[config.mk]
export PLATFORM = sky130hd
export DESIGN_NAME = kernel_csr_irq
export DESIGN_NICKNAME = d
export VERILOG_FILES = /design/src/rtl/kernel_csr_irq.sv
export SDC_FILE = /design/constraint.sdc
export NUM_CORES = 1
export LEC_CHECK = 0
export CAP_MARGIN = 20
export CORE_MARGIN = 10
export CORE_UTILIZATION = 39
export DETAILED_ROUTE_END_ITERATION = 12
export GPL_ROUTABILITY_DRIVEN = 0
export PLACE_DENSITY = 0.76
export SKIP_CTS_REPAIR_TIMING = 1
export SYNTH_ARGS = -nofsm -noshare
export SYNTH_HDL_FRONTEND = slang
export SYNTH_SLANG_ARGS = --single-unit
[constraint.sdc]
create_clock -name i_clk -period 1.4 [get_ports i_clk]
set_clock_uncertainty 0.1 [all_clocks]
set_input_delay 0.28 -clock i_clk [delete_from_list [all_inputs] [get_ports i_clk]]
set_output_delay 0.28 -clock i_clk [all_outputs]
set_load 0.02 [all_outputs]
[src/rtl/kernel_csr_irq.sv]
`default_nettype none
// +----------------------------------------------------------------------------+
// | kernel_csr_irq: Avalon-MM CSR block for kernel launch/done/exception + IRQ |
// | Optional feature macro: KERNEL_CSR_IRQ_COUNT_EN (DONE_COUNT register)      |
// | Revision: 1.0                                                              |
// +----------------------------------------------------------------------------+
module kernel_csr_irq #(
   parameter int EXC_W = 64
) (
   input  logic             i_clk,
   input  logic             reset_reset_n,
   input  logic [2:0]       avs_address,
   input  logic             avs_read,
   input  logic             avs_write,
   input  logic [31:0]      avs_writedata,
   output logic [31:0]      avs_readdata,
   output logic             avs_readdatavalid,
   output logic             o_start,
   input  logic             i_done,
   input  logic             i_exc_valid,
   input  logic [EXC_W-1:0] i_exc_data,
   output logic             irq_irq
);

   typedef enum logic [0:0] {
      IDLE = 1'b0,
      RUN  = 1'b1
   } state_t;

   localparam logic [2:0] ADDR_CONTROL = 3'd0;
   localparam logic [2:0] ADDR_STATUS  = 3'd1;
   localparam logic [2:0] ADDR_EXC_LO  = 3'd2;
   localparam logic [2:0] ADDR_EXC_HI  = 3'd3;
   localparam logic [2:0] ADDR_COUNT   = 3'd4;

   state_t           state;
   logic             irq_en;
   logic             done_flag;
   logic             exc_flag;
   logic [EXC_W-1:0] exc_data;
   logic [31:0]      done_count;
   logic [63:0]      exc_ext;
   logic [31:0]      rd_mux;

   logic wr_control;
   logic wr_status;
   logic wr_count;
   logic start_req;
   logic done_accept;
   logic done_clr;
   logic exc_capture;
   logic exc_clr;

   assign wr_control  = avs_write && (avs_address == ADDR_CONTROL);
   assign wr_status   = avs_write && (avs_address == ADDR_STATUS);
   assign wr_count    = avs_write && (avs_address == ADDR_COUNT);
   assign start_req   = wr_control && avs_writedata[0];
   assign done_accept = (state == RUN) && i_done;
   assign done_clr    = wr_status && avs_writedata[1];
   assign exc_capture = i_exc_valid && !exc_flag;
   assign exc_clr     = wr_status && avs_writedata[2];

   // Zero-extend captured data to 64 bits so EXC_HI is a fixed 32-bit slice.
   always_comb begin
      exc_ext = '0;
      exc_ext[EXC_W-1:0] = exc_data;
   end

   always_comb begin
      rd_mux = '0;
      case (avs_address)
         ADDR_CONTROL: rd_mux = {30'd0, irq_en, 1'b0};
         ADDR_STATUS:  rd_mux = {29'd0, exc_flag, done_flag, (state == RUN)};
         ADDR_EXC_LO:  rd_mux = exc_ext[31:0];
         ADDR_EXC_HI:  rd_mux = exc_ext[63:32];
         ADDR_COUNT:   rd_mux = done_count;
         default:      rd_mux = '0;
      endcase
   end

   always_ff @(posedge i_clk) begin
      if (!reset_reset_n) begin
         state             <= IDLE;
         o_start           <= 1'b0;
         irq_en            <= 1'b0;
         done_flag         <= 1'b0;
         exc_flag          <= 1'b0;
         exc_data          <= '0;
         irq_irq           <= 1'b0;
         avs_readdatavalid <= 1'b0;
         avs_readdata      <= '0;
      end else begin
         o_start <= 1'b0;
         case (state)
            IDLE: begin
               if (start_req) begin
                  o_start <= 1'b1;
                  state   <= RUN;
               end
            end
            RUN: begin
               if (i_done) begin
                  state <= IDLE;
               end
            end
            default: state <= IDLE;
         endcase

         if (wr_control) begin
            irq_en <= avs_writedata[1];
         end

         // A set event in the same cycle as its W1C takes priority.
         done_flag <= done_accept || (done_flag && !done_clr);
         exc_flag  <= exc_capture || (exc_flag && !exc_clr);
         if (exc_capture) begin
            exc_data <= i_exc_data;
         end

         irq_irq <= irq_en && (done_flag || exc_flag);

         // rd_mux reflects pre-write state, so a same-cycle write is not visible.
         avs_readdatavalid <= avs_read;
         avs_readdata      <= avs_read ? rd_mux : 32'd0;
      end
   end

`ifdef KERNEL_CSR_IRQ_COUNT_EN
   always_ff @(posedge i_clk) begin
      if (!reset_reset_n) begin
         done_count <= '0;
      end else if (wr_count) begin
         done_count <= '0;
      end else if (done_accept) begin
         done_count <= done_count + 32'd1;
      end
   end
`else
   assign done_count = 32'd0;
   logic unused_count_wr;
   assign unused_count_wr = wr_count;
`endif

   logic unused_wdata;
   assign unused_wdata = &{1'b0, avs_writedata[31:3]};

endmodule
`default_nettype wire

Word level (Yosys, flattened, before mapping) --
Cells that the tools add are included.
Word-level totals: flip-flop bits (word level) 103, bits in latches 0, RAM bits 0, ROM bits 0, input port bits 105, output and inout port bits 35, word-level logic and storage cells 37, memories 0
Operators by class: add/sub/neg operators 0, multiply operators 0, div/mod/pow operators 0, $lt $le $gt $ge 0, equal/unequal tests 3, shifts and indexed selects 0, multiplexer cells 4, bitwise gates (word level) 2, reduce and logical (&&, ||, !) cells 19
Operators by type and width (number):
- case mux 32 bit (4 select lines) | 1
- logical AND 1 bit | 10
- equality test 3 x 2 -> 1 bit, second input constant | 2
- equality test 3 x 1 -> 1 bit, second input constant | 1
- zero test 1 bit | 3
- zero test 3 bit | 1
- logical OR 1 bit | 3
- two-way mux 1 bit | 2
- NOT 1 bit | 2
- case mux 1 bit (2 select lines) | 1
- AND reduction 2 bit | 1
- OR reduction 2 bit | 1

Longest topological paths before layout --
word-level depth 6, depth in mapped cells 6, depth with buffers taken out 3

Worst setup path after synthesis --
OpenSTA, ideal clock, no wires.
kind input to register, start input avs_address[1], end register state, library setup time 59 ps, data arrival time 1211 ps, required time 1241 ps, setup slack 31 ps, cell stages on the path 4, path buffers 1, path through buf_6 > or4b_4 > nor3_4 > a31o_1
Between the ends: longest elaborated chain between the ends 5
RTL lines:
- start, declared | RTL line 12 | input logic [2:0] avs_address,
- zero test 3 bit | RTL line 54 | assign wr_control = avs_write && (avs_address == ADDR_CONTROL);
- logical AND 1 bit | RTL line 54
- logical AND 1 bit | RTL line 57 | assign start_req = wr_control && avs_writedata[0];
- two-way mux 1 bit | RTL line 96 | if (start_req) begin
- case mux 1 bit (2 select lines) | RTL line 94 | case (state)
- end signal, assigned | RTL line 98 | state <= RUN;
- end signal, assigned | RTL line 103 | state <= IDLE;
- end signal, assigned | RTL line 106 | default: state <= IDLE;
- end, declared | RTL line 36 | state_t state;
Every way passes these cells. A chain may end at the register's enable or synchronous reset.

Final worst setup path --
start input avs_write, end register state
Between the ends: longest elaborated chain between the ends 4
RTL lines:
- start, declared | RTL line 14 | input logic avs_write,
- logical AND 1 bit | RTL line 54
- logical AND 1 bit | RTL line 57
- two-way mux 1 bit | RTL line 96
- case mux 1 bit (2 select lines) | RTL line 94
Every way passes these cells.

==> results.toml <==
[global_routing]
grt_max_degree = 37
track_usage_pct = 14.5
grt_pass1_vias = 3128
grt_pass1_wl_mm = 15.3
overflow = 0
antenna_found_initial = 2

[cells_and_area]
ff_latch_area_mm2 = 0.00206
multiInputGateArea_mm2 = 0.00138
drive_above_1_share_pct = 9.18
nets = 635
area_delta_synth_final_pct = 47.9
stdcell_area_mm2 = 0.00528
num-fill-cells = 761
fin_cells = 643

[logic_synthesis]
yosysMostFrequentCell = "nand2_1"
synth_ff_type = "dfxtp_1"
syn_area_mm2 = 0.00357
ys_seq_area_share_pct = 57.8
ys_ff_latch = 103
async_reset_ff_share_pct = 0
syn_inst = 415
avgSynthCellArea_um2 = 8.60
synth_cell_types = 28
yosysTopAreaCell = "dfxtp_1"
synth.area.top_cells = "dfxtp_1 (58%), nand2_1 (14%), a21oi_1 (9.4%)"
synth_warnings = 0
synth_top_area_share_pct = 57.8
syn-num-nets = 520
yosys-top-cells-count = "nand2_1 (131), dfxtp_1 (103), a21oi_1 (67)"
synth_edf_count = 0

[clocking]
clock-sinks = 103
cts_buffers = 9
clock_path_buffers = 2
root_buffer = "clkbuf_8"
path_clk_slew_ps = 90
clkLatencyLatePin_ps = 350
cts_htree_levels = 3
cts_tree = "done"

[power]
p_leak_nw = 2.57
powerDensity_mw_per_mm2 = 1020
ir_worst_vdd_mv = 0.470
power_mw = 5.38

[routing]
antenna_left = 0
wl_per_cell_um = 15.7
drtIter0Drc = 173
viasPerCell = 4.96
num_vias = 3190
wl_mm = 10.1
first_pass_iters = 4
drc = 0

[placement]
port_buffers = 110
placed_area_mm2 = 0.00496
placed_cells = 624
dp_hpwl_mm = 7.47

[timing]
relSlewSlack_pct = 77.7
hold_viol = 0
fin_setup_tns_ps = 0
hold_ws_ps = 227
setup_violations = 0
slew_violations = 0
worst_slew_pin_slew_ps = 335
max_freq_mhz = 740
rsz0062_at_grt = "false"
post-route-min-period_ps = 1350
finalCritPeriodShare_pct = 96.5

[worst_setup_path]
path_cells = "clkdlybuf4s50_1, or4b_4, nor3_4, a31o_1"
worstPathRequired_ps = 1590
path_class = "in2reg"
startpoint_type = "input pin"
r2r-start = "exc_flag$_SDFF_PN0_"
crit_slowest_cell = "or4b_4"
r2r_cells = 4
crit_path_end_kind = "register"
rr_endpoint = "exc_data[13]$_SDFFE_PN0P_"
r2r_slack_ps = 180
critPathArrivalTime_ps = 1540
crit_fanout = 3
cpPeakStageDelay_ps = 490

[run_status]
outcome = "finished, final reports clean"

[floorplan]
rows = 34
start_util_pct = 40.5
fp.dieH_um = 116
ios = 140
die_x_um = 116
dieArea_mm2 = 0.0134
core_area_mm2 = 0.00881

[worst_hold_path]
hp-class = "in2reg"
hold_start = "avs_address[0]"
holdPathStages = 3
worst_hold_path.endpoint = "o_start$_SDFF_PP0_"

[flow_run]
max_cap_viol_count = 0
==> critical path, delay by kind of cell <==
family	cells	cell delay, ps
and+or+nand+nor	2	670
buffers and inverters	1	470
AOI/OAI and AO/OA	1	110
==> sequential cells by signal (all words and copies together) (netlist names) <==
register and count:
exc_data 64, done_flag 1, irq_irq 1, exc_flag 1
avs_readdata 32, o_start 1, irq_en 1, avs_readdatavalid 1
state 1
==> cell type report <==
type	instances	share of cell area (%)
Sequential cell	103	39.1
Multi-Input combinational cell	278	26.1
Inverter	2	0.142
Clock inverter	4	0.426
Timing Repair Buffer	136	29.0
Clock buffer	11	2.68
Antenna cell	1	0.0474
Tap cell	108	2.56
==> worst max-delay path by stage <==
stage	from	to	slack, ps	cells after the start
floorplan	avs_address[1]	state$_SDFF_PN0_	30	4
global placement	avs_address[2]	state$_SDFF_PN0_	-390	4
detailed placement	avs_address[1]	state$_SDFF_PN0_	-420	4
CTS	avs_readdata[3]$_SDFF_PN0_	avs_readdata[3]	-320	1
global route	avs_write	state$_SDFF_PN0_	10	4
finish	avs_write	state$_SDFF_PN0_	50	4
==> where the power goes <==
part	leakage (nW)	internal [mW]	switching (mW)	total, mW
clock network	0.0850	0.678	0.926	1.60
registers	0.840	3.04	0.0596	3.10
logic	1.65	0.376	0.299	0.675
total	2.57	4.10	1.29	5.38
==> per-layer routing <==
layer / GRT usage (%) / vias up / part of all wire (%)
li1: - / 1611 / -
met1: 16.5 / 1448 / 42
met2: 24.7 / 106 / 48
met3: 3.72 / 23 / 6.7
met4: 7.42 / 2 / 2.7
met5: 0 / - / 0.13
==> layout by cell type, fill, tap and decap left out, types with 2 or more instances in the layout <==
master             n
nor2_1            29
a22oi_1           28
o21ai_0            2
dlymetal6s2s_1    38
buf_6              2
clkinv_2           3
a21oi_1           67
buf_12             9
nand2_1          131
dfxtp_1          102
a211oi_1           2
clkbuf_8          10
clkdlybuf4s50_1   72
buf_4             14
mux2i_1            2
==> stage by stage <==
| step | worst slack (ps) | util (%) |
|---|---|---|
| 6_report | 49.1 | 60.0 |
| 5_1_grt | 12.6 | 60.0 |
| 4_1_cts | -317 | 58.2 |
| 3_5_place_dp | -416 | 56.3 |
| 3_3_place_gp | -389 | 56.3 |
| 2_1_floorplan | 30.6 | - |
==> kinds of logic (layout without fill, tap and decap cells) <==
logic type / Yosys count / after routing / share of synthesized area (%)
simple gates: 171 / 171 / 19.5
mux: 3 / 3 / 1.30
buf+inv: 34 / 153 / 4.31
other cells: 0 / 1 / 0
flops: 103 / 103 / 57.8
compound gates: 104 / 104 / 17.1
No activity file was read; power rests on OpenSTA's default activity.
==> RTL edit: new RTL, same settings <==
`EXC_W`: 64 -> 32.
--- a/src/rtl/kernel_csr_irq.sv
+++ b/src/rtl/kernel_csr_irq.sv
@@ -7,3 +7,3 @@
 module kernel_csr_irq #(
-   parameter int EXC_W = 64
+   parameter int EXC_W = 32
 ) (
Interface: changed (resized i_exc_data); port bits go from 140 to 108. No check against the original RTL was run, so the function may have changed too.
==> RTL edit against the unedited design <==
Synthesized area is 36% lower. Clock power is 12% lower. Synthesized cell count is 42% lower. Final area is 34% lower. Die area is 31% lower. First-iteration DRC count is 80% lower. Sequential cell count is 32 lower. Via count is 42% lower. Final cell count is 36% lower. Worst setup slack better by 0.021 ns. Wire length is 47% lower. Power is 28% lower. Largest power group unchanged.
==> RTL edit: results (changes against the unedited design) <==
[synthesis]
syn_nets = 315  ; -39%
ys_top_cells_by_area = dfxtp_1 63%, nand2_1 11%, and2_1 8.3%, a21oi_1 7.5%, buf_2 1.3%
synthMuxAreaShare_pct = 0  ; -1.3 points
synth_xor_area_share_pct = 0  ; unchanged
synth-compound-area-share_pct = 9.934  ; -7.2 points
netlist_instances = 242  ; -42%
yosysUniqueCellTypes = 24  ; -14%
synth_commonest_cells = 71 x dfxtp_1, 67 x nand2_1, 34 x a21oi_1

[power]
power_density_nw_per_um2 = 1107  ; +8.7%
p_leak_nw = 1.961  ; -24%
p_int_mw = 3.010  ; -27%
combinationalPowerShare_pct = 8.7  ; -3.8 points
ir_drop_mv = 0.5877  ; +25%
p_clk_share_pct = 36.6  ; +6.8 points

[layout]
clk_share_pct = 5.066  ; +2.0 points
fillers = 489  ; -36%
ff_latch_area_um2 = 1421  ; -31%
final_cells = 409  ; -36%
diodes = 1  ; unchanged
finalNetCount = 404  ; -36%
reg_top3 = avs_readdata: 32 flops, exc_data: 32 flops
layout-drive-gt1-share_pct = 9.226  ; +0.050 points
multi_input_gates = 157  ; -44%
clkbuf_count = 13  ; +2
design.seq.count = 71  ; -31%
nNonClkInverters = 1  ; -1
area_delta_synth_final_pct = 53.59
multi_input_area_share_pct = 22.75  ; -3.4 points
buffers = 91  ; -33%

[detailed_routing]
vias = 1840  ; -42%
drt_iter0_drc = 34  ; -80%
drt-wirelength-per-cell_um = 13.02  ; -17%

[placement]
dpl.cell_count = 392  ; -37%
pre_cts_slack_ns = -0.3092  ; +0.1071 ns
placed_area_um2 = 3204  ; -35%
numPortBuffers = 78  ; -29%
hpwlAfterDp_um = 3962  ; -47%

[worst_hold_path]
hold_end = avs_readdata[1]
hold_depth = 2  ; -1

[setup_path]
slowest_stage = clkdlybuf4s50_1
crit_fanout = 17  ; +14
rrSetupSlack_ns = 0.15  ; -0.03 ns
max_stage_delay_ns = 0.45  ; -0.04 ns
r2r-end = exc_data[20]

[sta]
fin_hold_ws_ns = 0.2519  ; +0.02526 ns
finalSetupViolations = 0  ; unchanged
tightestPinTransition_ns = 0.2670  ; -0.06789 ns

[run_status]
status = completed

[global_route]
gr-usage-met2_pct = 19.17  ; -5.5 points
grt_util_met3_pct = 4.202  ; +0.48 points
grt_pass1_wl_um = 8355  ; -46%
grt_max_degree = 21  ; -43%
antenna_found_initial = 1  ; -1
track_usage_pct = 11.48  ; -3.0 points
use_met1_pct = 12.74  ; -3.8 points

[clocking]
clock_path_buffers = 2  ; unchanged
clk_latency_ns = 0.32  ; -0.03 ns
clock-root-buffer = clkbuf_8
clkTransAtPathRegs_ns = 0.07  ; -0.02 ns

[die]
rows = 27  ; -21%

==> RTL edit: cell types whose count changed after synthesis, sizes merged, moves of 18 or more <==
cell,before,now
buf,25,7
a22oi,29,2
dfxtp,103,71
a21oi,67,34
and2,1,30
nor2,29,4
nand2,131,67
==> RTL edit: worst max path at each step <==
stage | from | end | slack [ns] | cells past startpoint
floorplan | avs_address[2] | avs_readdata[24] | 0.22 | 5
global route | reset_reset_n | avs_readdata[31] | -0.005 | 5
global placement | avs_address[0] | state | -0.30 | 5
finish | avs_address[2] | avs_readdata[31] | 0.07 | 5
CTS | avs_readdata[31] | avs_readdata[31] | -0.27 | 1
detailed placement | avs_address[0] | state | -0.31 | 5
==> RTL edit: metal layers <==
layer  part of all wire [%]  wire length [um]  vias up
li1                       -                 -      953
met5                      0                 0        -
met2                     49              2596       54
met1                     43              2272      827
met3                    7.3               390        6
met4                    1.2                64        0
==> RTL edit: critical path: cells and delay by family <==
kind / cells / cell delay (ns)
buffers and inverters: 2 / 0.66
AND/OR/NAND/NOR: 3 / 0.55
